$ cat config.mk
export PLATFORM = sky130hd
export DESIGN_NAME = mem_access
export DESIGN_NICKNAME = d
export VERILOG_FILES = /design/src/rtl/mem_access.sv
export SDC_FILE = /design/constraint.sdc
export NUM_CORES = 1
export LEC_CHECK = 0
export CORE_ASPECT_RATIO = 1.25
export CORE_MARGIN = 4
export CORE_UTILIZATION = 35
export CTS_BUF_LIST = sky130_fd_sc_hd__clkbuf_8
export DETAILED_ROUTE_END_ITERATION = 16
export GPL_TIMING_DRIVEN = 0
export HOLD_SLACK_MARGIN = 0.08
export PLACE_DENSITY_LB_ADDON = 0.3
export RECOVER_POWER = 100
export SLEW_MARGIN = 30
export SYNTH_ARGS = -nofsm -noshare
export SYNTH_HDL_FRONTEND = slang
export SYNTH_SLANG_ARGS = --single-unit
export TNS_END_PERCENT = 30
$ cat constraint.sdc
create_clock -name clk -period 2.6 [get_ports clk]
set_input_delay 0.52 -clock clk [delete_from_list [all_inputs] [get_ports clk]]
set_output_delay 0.52 -clock clk [all_outputs]
set_load 0.01 [all_outputs]
$ cat src/rtl/mem_access.sv
`timescale 1ns/1ps
// mem_access: memory-access stage sitting between execute and register-file
// writeback.
//
// It latches one execute result. It runs a request/acknowledge transaction
// to data memory for loads and stores, with byte-lane steering for stores
// and shifting plus extension for loads. It then emits a single writeback beat.
//
// Optional build macro: MEM_MISALIGN_TRAP_EN
//   defined   - a misaligned access skips the bus and returns the faulting
//               address with misalign=1 and no register write.
//   undefined - misalign is always 0. Half accesses use only off[1] and
//               word accesses ignore the offset, so the naturally aligned
//               lanes are used.
//
// Ports:
//   clk, rst_n            clock (rising edge) and async active-low reset
//   in_valid / in_ready   execute handshake; in_ready is high only when idle
//   alu_result, w_data    effective address or plain value, and store data
//   mem_access_width      00 byte, 01 half, 10/11 word
//   is_load_unsigned      1 = zero-extend load, 0 = sign-extend
//   is_load, is_store     access type; both high is handled as a load
//   rd_addr, reg_write    destination register and write intent
//   dmem_*                data-memory request/acknowledge bus
//   out_valid, wb_*       one-cycle writeback beat
//   misalign              misaligned-access flag, pulses with out_valid
module mem_access #(
  parameter int ADDR_W = 32,
  parameter int RD_W   = 5
) (
  input  logic              clk,
  input  logic              rst_n,
  input  logic              in_valid,
  output logic              in_ready,
  input  logic [31:0]       alu_result,
  input  logic [31:0]       w_data,
  input  logic [1:0]        mem_access_width,
  input  logic              is_load_unsigned,
  input  logic              is_load,
  input  logic              is_store,
  input  logic [RD_W-1:0]   rd_addr,
  input  logic              reg_write,
  output logic              dmem_req,
  output logic              dmem_we,
  output logic [ADDR_W-1:0] dmem_addr,
  output logic [31:0]       dmem_wdata,
  output logic [3:0]        dmem_wstrb,
  input  logic [31:0]       dmem_rdata,
  input  logic              dmem_ack,
  output logic              out_valid,
  output logic [31:0]       wb_data,
  output logic [RD_W-1:0]   wb_rd_addr,
  output logic              wb_reg_write,
  output logic              misalign
);

  typedef enum logic [1:0] {
    ST_IDLE = 2'b00,
    ST_BUS  = 2'b01,
    ST_RESP = 2'b10
  } state_t;

  state_t state_r, state_nxt_s;

  logic              accept_s, mem_op_s, is_store_eff_s, is_byte_s, is_half_s;
  logic              trap_s, wb_en_s;
  logic [1:0]        off_s, eff_off_s;
  logic [3:0]        wstrb_s;
  logic [31:0]       wdata_s, addr_ext_s, shifted_s, load_data_s;

  logic              in_ready_r, dmem_req_r, dmem_we_r, out_valid_r;
  logic              wb_reg_write_r, misalign_r, wb_en_r;
  logic              is_byte_r, is_half_r, unsigned_r;
  logic [1:0]        eff_off_r;
  logic [ADDR_W-1:0] dmem_addr_r;
  logic [31:0]       dmem_wdata_r, wb_data_r;
  logic [3:0]        dmem_wstrb_r;
  logic [RD_W-1:0]   wb_rd_addr_r;

  // Decode of the incoming execute result: access type, lanes and trap
  always_comb begin
    accept_s       = (state_r == ST_IDLE) && in_valid;
    mem_op_s       = is_load || is_store;
    is_store_eff_s = is_store && !is_load;
    is_byte_s      = (mem_access_width == 2'b00);
    is_half_s      = (mem_access_width == 2'b01);
    off_s          = alu_result[1:0];
    addr_ext_s     = 32'h0000_0000;
    addr_ext_s[ADDR_W-1:0] = alu_result[ADDR_W-1:0];

    // Lane offset actually used: halves snap to their natural halfword,
    // words always start at lane 0.
    if (is_byte_s) begin
      eff_off_s = off_s;
      wdata_s   = {4{w_data[7:0]}};
    end else if (is_half_s) begin
      eff_off_s = {off_s[1], 1'b0};
      wdata_s   = {2{w_data[15:0]}};
    end else begin
      eff_off_s = 2'b00;
      wdata_s   = w_data;
    end

    if (!is_store_eff_s) begin
      wstrb_s = 4'b0000;
    end else if (is_byte_s) begin
      wstrb_s = 4'b0001 << off_s;
    end else if (is_half_s) begin
      wstrb_s = off_s[1] ? 4'b1100 : 4'b0011;
    end else begin
      wstrb_s = 4'b1111;
    end

`ifdef MEM_MISALIGN_TRAP_EN
    trap_s = mem_op_s &&
             ((is_half_s && off_s[0]) ||
              (!is_byte_s && !is_half_s && (off_s != 2'b00)));
`else
    trap_s = 1'b0;
`endif

    wb_en_s = reg_write && !is_store_eff_s && (rd_addr != '0) && !trap_s;
  end

  // Load formatting from the latched lane offset, width and sign mode
  always_comb begin
    shifted_s = dmem_rdata >> {eff_off_r, 3'b000};
    if (is_byte_r) begin
      load_data_s = unsigned_r ? {24'h00_0000, shifted_s[7:0]}
                               : {{24{shifted_s[7]}}, shifted_s[7:0]};
    end else if (is_half_r) begin
      load_data_s = unsigned_r ? {16'h0000, shifted_s[15:0]}
                               : {{16{shifted_s[15]}}, shifted_s[15:0]};
    end else begin
      load_data_s = shifted_s;
    end
  end

  // FSM state register
  always_ff @(posedge clk or negedge rst_n) begin
    if (!rst_n) begin
      state_r <= ST_IDLE;
    end else begin
      state_r <= state_nxt_s;
    end
  end

  // FSM next-state logic; acks outside BUS are ignored
  always_comb begin
    state_nxt_s = state_r;
    case (state_r)
      ST_IDLE: begin
        if (accept_s) begin
          state_nxt_s = (mem_op_s && !trap_s) ? ST_BUS : ST_RESP;
        end else begin
          state_nxt_s = ST_IDLE;
        end
      end
      ST_BUS: begin
        if (dmem_ack) begin
          state_nxt_s = ST_RESP;
        end else begin
          state_nxt_s = ST_BUS;
        end
      end
      ST_RESP: state_nxt_s = ST_IDLE;
      default: state_nxt_s = ST_IDLE;
    endcase
  end

  // Registered outputs, bus drive and per-transaction latches
  always_ff @(posedge clk or negedge rst_n) begin
    if (!rst_n) begin
      in_ready_r     <= 1'b1;
      dmem_req_r     <= 1'b0;
      dmem_we_r      <= 1'b0;
      dmem_addr_r    <= '0;
      dmem_wdata_r   <= 32'h0000_0000;
      dmem_wstrb_r   <= 4'b0000;
      out_valid_r    <= 1'b0;
      wb_data_r      <= 32'h0000_0000;
      wb_rd_addr_r   <= '0;
      wb_reg_write_r <= 1'b0;
      misalign_r     <= 1'b0;
      wb_en_r        <= 1'b0;
      eff_off_r      <= 2'b00;
      is_byte_r      <= 1'b0;
      is_half_r      <= 1'b0;
      unsigned_r     <= 1'b0;
    end else begin
      case (state_r)
        ST_IDLE: begin
          if (accept_s) begin
            in_ready_r   <= 1'b0;
            wb_rd_addr_r <= rd_addr;
            wb_en_r      <= wb_en_s;
            eff_off_r    <= eff_off_s;
            is_byte_r    <= is_byte_s;
            is_half_r    <= is_half_s;
            unsigned_r   <= is_load_unsigned;
            if (mem_op_s && !trap_s) begin
              dmem_req_r   <= 1'b1;
              dmem_we_r    <= is_store_eff_s;
              dmem_addr_r  <= {alu_result[ADDR_W-1:2], 2'b00};
              dmem_wdata_r <= wdata_s;
              dmem_wstrb_r <= wstrb_s;
            end else begin
              // Plain result or trapped access: straight to writeback
              out_valid_r    <= 1'b1;
              wb_data_r      <= trap_s ? addr_ext_s : alu_result;
              wb_reg_write_r <= wb_en_s;
              misalign_r     <= trap_s;
            end
          end
        end
        ST_BUS: begin
          if (dmem_ack) begin
            dmem_req_r     <= 1'b0;
            dmem_we_r      <= 1'b0;
            dmem_wstrb_r   <= 4'b0000;
            dmem_wdata_r   <= 32'h0000_0000;
            out_valid_r    <= 1'b1;
            wb_data_r      <= load_data_s;
            wb_reg_write_r <= wb_en_r;
          end
        end
        ST_RESP: begin
          out_valid_r    <= 1'b0;
          wb_reg_write_r <= 1'b0;
          misalign_r     <= 1'b0;
          in_ready_r     <= 1'b1;
        end
        default: begin
          out_valid_r <= 1'b0;
          dmem_req_r  <= 1'b0;
          in_ready_r  <= 1'b1;
        end
      endcase
    end
  end

  assign in_ready     = in_ready_r;
  assign dmem_req     = dmem_req_r;
  assign dmem_we      = dmem_we_r;
  assign dmem_addr    = dmem_addr_r;
  assign dmem_wdata   = dmem_wdata_r;
  assign dmem_wstrb   = dmem_wstrb_r;
  assign out_valid    = out_valid_r;
  assign wb_data      = wb_data_r;
  assign wb_rd_addr   = wb_rd_addr_r;
  assign wb_reg_write = wb_reg_write_r;
  assign misalign     = misalign_r;

endmodule

## Yosys cells after proc, flatten, opt, wreduce, memory -nomap -nowiden

Index checks and enable logic that the tools add are counted.

| operators by class | value |
|---|---|
| bitwise logic cells | 2 |
| multiplexer cells | 48 |
| $lt $le $gt $ge | 0 |
| reductions and logical operators | 22 |
| divide/modulo/power cells | 0 |
| add/sub/neg operators | 0 |
| $mul | 0 |
| equal/unequal tests | 7 |
| shifts and indexed selects | 2 |

Operators by type and width:

| kind | count |
|---|---|
| 2-to-1 mux 32 bit | 12 |
| one-hot mux 32 bit (2 select lines) | 2 |
| right shift 32 x 5 -> 32 bit | 1 |
| 2-to-1 mux 4 bit | 7 |
| AND reduction 4 bit | 4 |
| 2-to-1 mux 1 bit | 14 |
| 2-to-1 mux 2 bit | 5 |
| AND reduction 3 bit | 3 |
| != test 2 bit, second input constant | 4 |
| one-hot mux 1 bit (2 select lines) | 4 |
| one-hot mux 4 bit (2 select lines) | 1 |
| one-hot mux 1 bit (3 select lines) | 2 |
| nonzero test 5 bit | 1 |
| == test 2 x 1 -> 1 bit, second input constant | 2 |
| logical AND 1 bit | 4 |
| logical NOT 2 bit | 2 |
| one-hot mux 2 bit (2 select lines) | 1 |
| AND reduction 2 bit | 2 |
| nonzero test 2 bit | 2 |
| << shifter 1 x 2 -> 4 bit, first input constant | 1 |
| nonzero test 3 bit | 1 |
| == test 2 bit, second input constant | 1 |
| logical NOT 1 bit | 2 |
| inverter 1 bit | 2 |
| logical OR 1 bit | 1 |

| word-level totals | value |
|---|---|
| register bits | 117 |
| bits in read-only memories | 0 |
| RAM bits | 0 |
| word-level logic and storage cells | 98 |
| memories | 0 |
| latch bits | 0 |

## Longest topological paths before layout

Gate-level depths: netlist of the first run.

| depth | value |
|---|---|
| depth in word-level cells | 8 |
| gate-level depth with buffers | 11 |
| gate-level depth less buffers | 7 |

## Worst setup path before layout of the first run

No wires, ideal clock.

| path | value |
|---|---|
| path type | flip-flop to flip-flop |
| start point | register state_r[0] |
| end point | register wb_data_r[20] (netlist: wb_data[20]) |
| data required time | 2.506 ns |
| stages on the path, launching flop included | 11 |
| clock period less this slack | 1.853 ns |
| arrival time | 1.759 ns |
| setup slack | 0.747 ns |
| setup time | 0.094 ns |
| cell sequence | dfrtp_1 > inv_1 > ha_1 > clkbuf_1 > nor2_1 > nor2_1 > and2_1 > buf_2 > clkbuf_1 > nor2_1 > a211oi_1 |

| on the way | value |
|---|---|
| cells in the longest elaborated chain, start to end | 4 |
| elaborated cells on any way between the ends | 9 |
| classes of those cells | 4 x eq/ne; 1 x mux; 4 x reduce/logical |

Ends and longest elaborated chain:

| item | RTL line | RTL |
|---|---|---|
| from (decl) | 63 | `state_t state_r, state_nxt_s;` |
| from (signal assigned) | 144 | `state_r <= state_nxt_s;` |
| logical NOT 2 bit | 82, 191 |  |
| logical AND 1 bit | 82 | `accept_s = (state_r == ST_IDLE) && in_valid;` |
| != test 2 bit (no line) | n/a |  |
| AND reduction 4 bit (no line) | n/a |  |
| to (signal assigned) | 210 | `wb_data_r <= trap_s ? addr_ext_s : alu_result;` |
| to (signal assigned) | 223 | `wb_data_r <= load_data_s;` |
| to (decl) | 76 | `logic [31:0] dmem_wdata_r, wb_data_r;` |

Several ways; a longest one is shown, not always the timed one.
A chain may end at the register's enable or synchronous reset.

## Final worst setup path of the first run

| path | value |
|---|---|
| start point | input in_valid |
| end point | register wb_data_r[21] (netlist: wb_data[21]) |

| on the way | value |
|---|---|
| cells in the longest elaborated chain, start to end | 3 |

Ends and longest elaborated chain:

| item | RTL line | RTL |
|---|---|---|
| from (decl) | 33 | `input logic in_valid,` |
| logical AND 1 bit | 82 |  |
| != test 2 bit (no line) | n/a |  |
| AND reduction 4 bit (no line) | n/a |  |

No other way between the ends.

==> results of run 1 <==
[worst min-delay path, delay by kind of cell, from the launching register on]
kind               cells  cell delay [ns]
and+or+nand+nor        1             0.04
DFF                    1             0.34
AOI/OAI and AO/OA      1             0.06
[sequential cells by signal, summed over array words and instances (netlist names), 2 cells and up]
signal,cells
state_r,2
wb_data,32
eff_off_r,2
wb_rd_addr,5
dmem_addr,30
dmem_wstrb,4
dmem_wdata,32
[power groups by stage]
stage | logic (W) | clock network, W | registers, W
2_1_floorplan | 0.00164 | 0 | 0.00331
3_3_place_gp | 0.00424 | 0 | 0.00296
3_5_place_dp | 0.00427 | 0 | 0.00299
4_1_cts | 0.00429 | 0.00185 | 0.00297
5_1_grt | 0.00432 | 0.00194 | 0.00303
6_report | 0.00395 | 0.00180 | 0.00293
[cell usage after synthesis]
master	instances	share of area, %
conb_1	1	0.065
a31oi_1	1	0.11
clkbuf_1	32	2.1
nor3b_1	1	0.13
a211oi_1	13	1.7
or2_2	1	0.11
buf_4	4	0.52
inv_1	4	0.26
a21boi_0	8	1.0
or3b_1	1	0.15
dfstp_2	1	0.45
and2_1	2	0.22
dfrtp_1	115	50
and3_4	1	0.19
buf_2	3	0.26
nor2_2	1	0.11
buf_6	2	0.39
nor2_1	37	2.4
o32a_1	1	0.17
o21ai_0	72	6.2
o21ai_1	3	0.26
a21oi_1	16	1.4
nor3_1	19	1.6
o41ai_1	1	0.15
ha_1	4	0.87
buf_1	5	0.32
a32o_1	1	0.17
nor2b_1	10	1.1
and2_4	1	0.15
a21o_1	10	1.3
o211ai_1	2	0.26
a211o_1	1	0.15
or4_1	1	0.13
nand3b_1	1	0.13
mux2i_1	47	8.1
o31ai_1	10	1.3
a211oi_2	10	2.2
nand2b_1	13	1.4
nand2_1	81	5.3
mux2_2	38	7.4
[stage by stage]
| stage | utilization, % | setup WS (ns) | hold WS, ns | TNS (ns) | instances |
|---|---|---|---|---|---|
| after floorplan | - | 0.7471 | 0.2244 | 0 | 577 |
| after global routing | 53.52 | -0.006050 | 0.5015 | -0.006050 | 1045 |
| after global placement | 50.88 | -3.738 | 0.4599 | -435.87 | 1011 |
| final | 53.52 | 0.2787 | 0.4732 | 0 | 1045 |
| after CTS | 53.76 | 0.07864 | 0.4847 | 0 | 1045 |
| after detailed placement | 51.08 | -0.1975 | 0.4404 | -4.837 | 1012 |
[worst min path at each step]
stage,cells past startpoint,from,end
detailed placement,1,rst_n,dmem_wdata[2]
finish,2,wb_data[4],wb_data[4]
floorplan,0,rst_n,dmem_addr[10]
global route,1,dmem_we,dmem_we
global placement,1,dmem_we,dmem_we
CTS,2,dmem_wdata[29],dmem_wdata[29]
[repair_timing]
action / CTS / global route
gates resized for setup: 0 / 4
endpoints found under the setup margin: 0 / 15
hold endpoints to repair: 45 / 0
hold buffers: 1 / 0
[cell usage in the layout (no fill, tap or decap), types with 10 or more instances in the layout]
| cell type | Yosys | final |
|---|---|---|
| dfrtp_1 | 115 | 115 |
| dlygate4sd3_1 | 0 | 109 |
| clkdlybuf4s50_1 | 0 | 109 |
| nand2_1 | 81 | 81 |
| o21ai_0 | 72 | 74 |
| mux2i_1 | 47 | 47 |
| mux2_2 | 38 | 38 |
| nor2_1 | 37 | 37 |
| clkbuf_1 | 32 | 31 |
| nor3_1 | 19 | 19 |
| clkbuf_8 | 0 | 17 |
| a211oi_1 | 13 | 16 |
| a21oi_1 | 16 | 16 |
| nand2b_1 | 13 | 13 |
| o31ai_1 | 10 | 10 |
| nor2b_1 | 10 | 10 |
| a21o_1 | 10 | 10 |
[cells by family after synthesis]
logic type | Yosys count | synth area share (%)
AND/OR/NAND/NOR | 170 | 13.11
AO/OA/AOI/OAI | 149 | 16.38
flip-flops | 116 | 50.22
multiplexers | 85 | 15.53
buffers and inverters | 50 | 3.829
adder cells (fa/ha/maj) | 4 | 0.8655
other | 1 | 0.06484
[per-layer routing]
metal / track usage (%) / wire length, um / vias up
met4: 6.427 / 317 / 0
met1: 24.18 / 7869 / 2510
met2: 36.31 / 9674 / 173
met3: 7.612 / 1557 / 21
li1: - / - / 2498
met5: 0 / 0 / -
[cell type report]
type	count	area, um^2
Buffer	46	209.0
Fill cell	1471	7530
Clock buffer	17	234.0
Sequential cell	116	2904
Multi-Input combinational cell	411	2650
Inverter	4	15.01
Tap cell	216	270.3
Timing Repair Buffer	220	2198
Clock inverter	15	190.2
==> metrics.yaml, run 1 <==
comb_power_share_pct: 45.5
clock_path_buffers: 2
power.switching_w: 0.003156
leakage_nw: 3.680
io_buffers: 218
yosys_warnings: 0
seq_area_frac_synth_pct: 50.22
critPathTopFamily: "buffers and inverters"
syn_to_final_growth_pct: 49.94
crit_end: "wb_data[21]"
cp_max_fo: 10
first_pass_iters: 4
viasPerCell: 4.978
ant_nets: 0
hold_path.class: "register to register"
start_util_pct: 35.70
nNetsFinal: 931
wl_mm: 19.42
avgSynthCellArea_um2: 10.06
fmax_ghz: 0.4308
worstReg2RegStart: "state_r[1]"
swShare_pct: 36.37
grt_pass1_vias: 5319
p_int_w: 0.005520
drive_gt1_share_pct: 11.34
synthesis.area_um2: 5783
period_share_pct: 89.28
gp_congestion: 0.8612
vias: 5202
clkTransAtPathRegs_ns: 0.07
p_seq_share_pct: 33.7
die_w_um: 123.0
coreArea_um2: 16200
critPathLaunchType: "input pin"
critical_path_buf_inv_count: 4
clock_skew_ns: 0.01320
crit_start: "in_valid"
final_area_um2: 8671
yosysUniqueCellTypes: 40
slew_headroom_pct: 23.19
pwr-share-clk_pct: 20.8
post-route-min-period_ns: 2.321
clk_latency_ns: 0.45
cts_root_buf: "clkbuf_8"
antenna_found_initial: 0
dieArea_um2: 18660
overflow: 0
crit_type: "input pin to register"
r2r_end: "wb_data[21]"
synth-seq-cells: 116
drv_cap: 0
netlist_instances: 575
rsz0062_at_grt: "true"
numCtsBuffers: 17
reg2reg_slack_ns: 0.28
final-setup-viol-count: 0
max_stage_delay_ns: 0.53
worst_pin_slew_ns: 1.152
outcome: "complete, no violations"
route.detailed.drc: 0
placed_cell_area_um2: 8275
worstPathArrival_ns: 2.66
ios: 222
power_w: 0.008676
die_h_um: 151.7
cts.sinks: 116
post_cts_buffers: 0
crit_chain: "clkdlybuf4s50_1, inv_1, o31ai_1, and2_1, buf_2, clkbuf_1, nor2_1, a211oi_1"
drv_slew: 0
cpMaxStageDelayCell: "clkdlybuf4s50_1"
grt_usage_pct: 20.97
drt_iter0_markers: 234
antenna_cells: 0
wire_per_inst_um: 18.58
grt_max_degree: 72
cts_tree: "built"
dp_hpwl_mm: 14.95
worst-path-stages: 8
finalHoldViolCount: 0
end_kind: "register"
grt_pass1_wl_mm: 29.37
r2r_cells: 10
fp-row-count: 52
required_ns: 2.94
powerDensity_nw_per_um2: 1001
htreeDepth: 4
ir_worst_vdd_uv: 530.5
(Power assumes the default switching activity.)
==> run 2, diff against run 1 <==
--- a/config.mk
+++ b/config.mk
@@ -10,11 +10,11 @@
 export CORE_UTILIZATION = 35
 export CTS_BUF_LIST = sky130_fd_sc_hd__clkbuf_8
 export DETAILED_ROUTE_END_ITERATION = 16
-export GPL_TIMING_DRIVEN = 0
+export GPL_TIMING_DRIVEN = 1
 export HOLD_SLACK_MARGIN = 0.08
 export PLACE_DENSITY_LB_ADDON = 0.3
 export RECOVER_POWER = 100
-export SLEW_MARGIN = 30
+export SLEW_MARGIN = 20
 export SYNTH_ARGS = -nofsm -noshare
 export SYNTH_HDL_FRONTEND = slang
 export SYNTH_SLANG_ARGS = --single-unit
==> run 2 against run 1 <==
Effect of this change: utilization fell by 0.83 points; critical path type is now register to register; critical path depth fell by 2; cell count fell by 3.0%; largest cell class unchanged; count of clock-buffer cells in the layout rose by 6.
==> metrics.yaml, run 2 (synthesis results as in run 1) <==
drive_gt1_share_pct: 11.04
antenna_found_initial: 1
vias: 5196
fin_ws_ns: 0.3975
reg2reg_slack_ns: 0.40
placed_cell_area_um2: 8227
grt_usage_pct: 20.38
busiest_layer: "met2"
cts_root_buf: "clkbuf_8"
coreArea_um2: 16200
ios: 222
grtUsageMet3_pct: 6.053
numCtsBuffers: 17
max_stage_delay_ns: 0.44
comb_power_share_pct: 45.3
holdPathEnd: "dmem_wstrb[2]"
htreeDepth: 4
worstReg2RegStart: "state_r[1]"
gp_congestion: 0.9029
crit_start: "state_r[1]"
grt_max_degree: 53
slew_headroom_pct: 28.91
drt_iter0_markers: 305
rsz0062_at_grt: "false"
ant_nets: 0
crit_chain: "inv_1, ha_1, nor3b_1, a211o_1, and2_4, a211oi_1"
clock_path_buffers: 2
worstPathArrival_ns: 2.51
final_common_cell: "dfrtp_1"
swShare_pct: 36.27
syn_to_final_growth_pct: 47.60
finalHoldViolCount: 0
post-route-min-period_ns: 2.202
cp_max_fo: 16
end_kind: "register"
power_w: 0.008419
post_cts_resized: 0
final-setup-viol-count: 0
post_cts_buffers: 0
pwr-share-clk_pct: 19.0
io_buffers: 218
drv_cap: 0
crit_type: "register to register"
die_h_um: 151.7
leakage_nw: 3.666
wl_mm: 19.03
p_seq_share_pct: 35.7
hold_path.class: "register to register"
first_pass_iters: 6
final_area_um2: 8536
nNetsFinal: 901
r2r_cells: 6
grt_pass1_vias: 5414
clock_skew_ns: 0.006796
hold_slack_ns: 0.4709
dieArea_um2: 18660
drv_slew: 0
fp-row-count: 52
tns_ns: 0
cts.sinks: 116
period_share_pct: 84.71
fmax_ghz: 0.4540
r2r_end: "wb_data[31]"
worst_pin_slew_ns: 1.066
cpMaxStageDelayCell: "ha_1"
powerDensity_nw_per_um2: 986.3
grt_use_met2_pct: 33.54
p_int_w: 0.005365
min_from: "dmem_wstrb[2]"
overflow: 0
final_cell_mix: "dfrtp_1 (115), dlygate4sd3_1 (110), clkdlybuf4s50_1 (108)"
ir_worst_vdd_uv: 428.0
critPathLaunchType: "register"
clk_latency_ns: 0.44
route.detailed.drc: 0
cts_tree: "built"
die_w_um: 123.0
power.switching_w: 0.003053
viasPerCell: 5.124
pre_cts_ws_ns: 0.1644
min_path_cells: 1
outcome: "complete, no violations"
wire_per_inst_um: 18.76
start_util_pct: 35.70
clkTransAtPathRegs_ns: 0.07
met1_usage_pct: 25.37
required_ns: 2.91
dp_hpwl_mm: 14.28
grt_pass1_wl_mm: 29.21
[run 2: what timing repair did]
action,in CTS,in global routing
hold endpoints to repair,36,0
endpoints found under the setup margin,0,0
hold buffers,1,0
[run 2: worst max-delay path: cells and delay by family, from the launching register on]
family,cells,cell delay [ns]
and+or+nand+nor,2,0.69
adders and majority gates,1,0.44
AOI/OAI and AO/OA,2,0.43
DFF,1,0.41
buffers and inverters,1,0.10
[run 2: area by class of cell]
type                    count  area (um^2)
multi-input cells         411         2620
inverters                   4        15.01
flip-flops and latches    116         2904
clock buffers              23        316.6
diodes                      1        2.502
well taps                 216        270.3
repair buffers            236         2351
fillers                  1436         7665
clock inverters             7        56.30
[run 2: routing by layer]
| metal | up-vias | routed length, um |
|---|---|---|
| li1 | 2436 | - |
| met1 | 2510 | 7801 |
| met2 | 226 | 9391 |
| met3 | 24 | 1459 |
| met4 | 0 | 373 |
| met5 | - | 0 |
[run 2: worst max-delay path by stage]
stage                   to
6_report       wb_data[31]
5_1_grt        wb_data[31]
4_1_cts        wb_data[21]
3_3_place_gp   wb_data[19]
3_5_place_dp    wb_data[7]
2_1_floorplan  wb_data[20]
[run 2: power groups by stage]
stage | clock [W] | sequential, W | combinational (W)
5_1_grt | 0.00173 | 0.00310 | 0.00417
3_3_place_gp | 0 | 0.00302 | 0.00413
6_report | 0.00160 | 0.00300 | 0.00382
3_5_place_dp | 0 | 0.00306 | 0.00420
4_1_cts | 0.00165 | 0.00304 | 0.00421
2_1_floorplan | 0 | 0.00331 | 0.00164
[run 2: per-stage QoR]
stage | std cells | utilization (%)
after global placement | 982 | 50.78
after CTS | 1013 | 53.14
after floorplan | 577 | -
after detailed placement | 982 | 50.78
final | 1014 | 52.69
after global routing | 1014 | 52.69
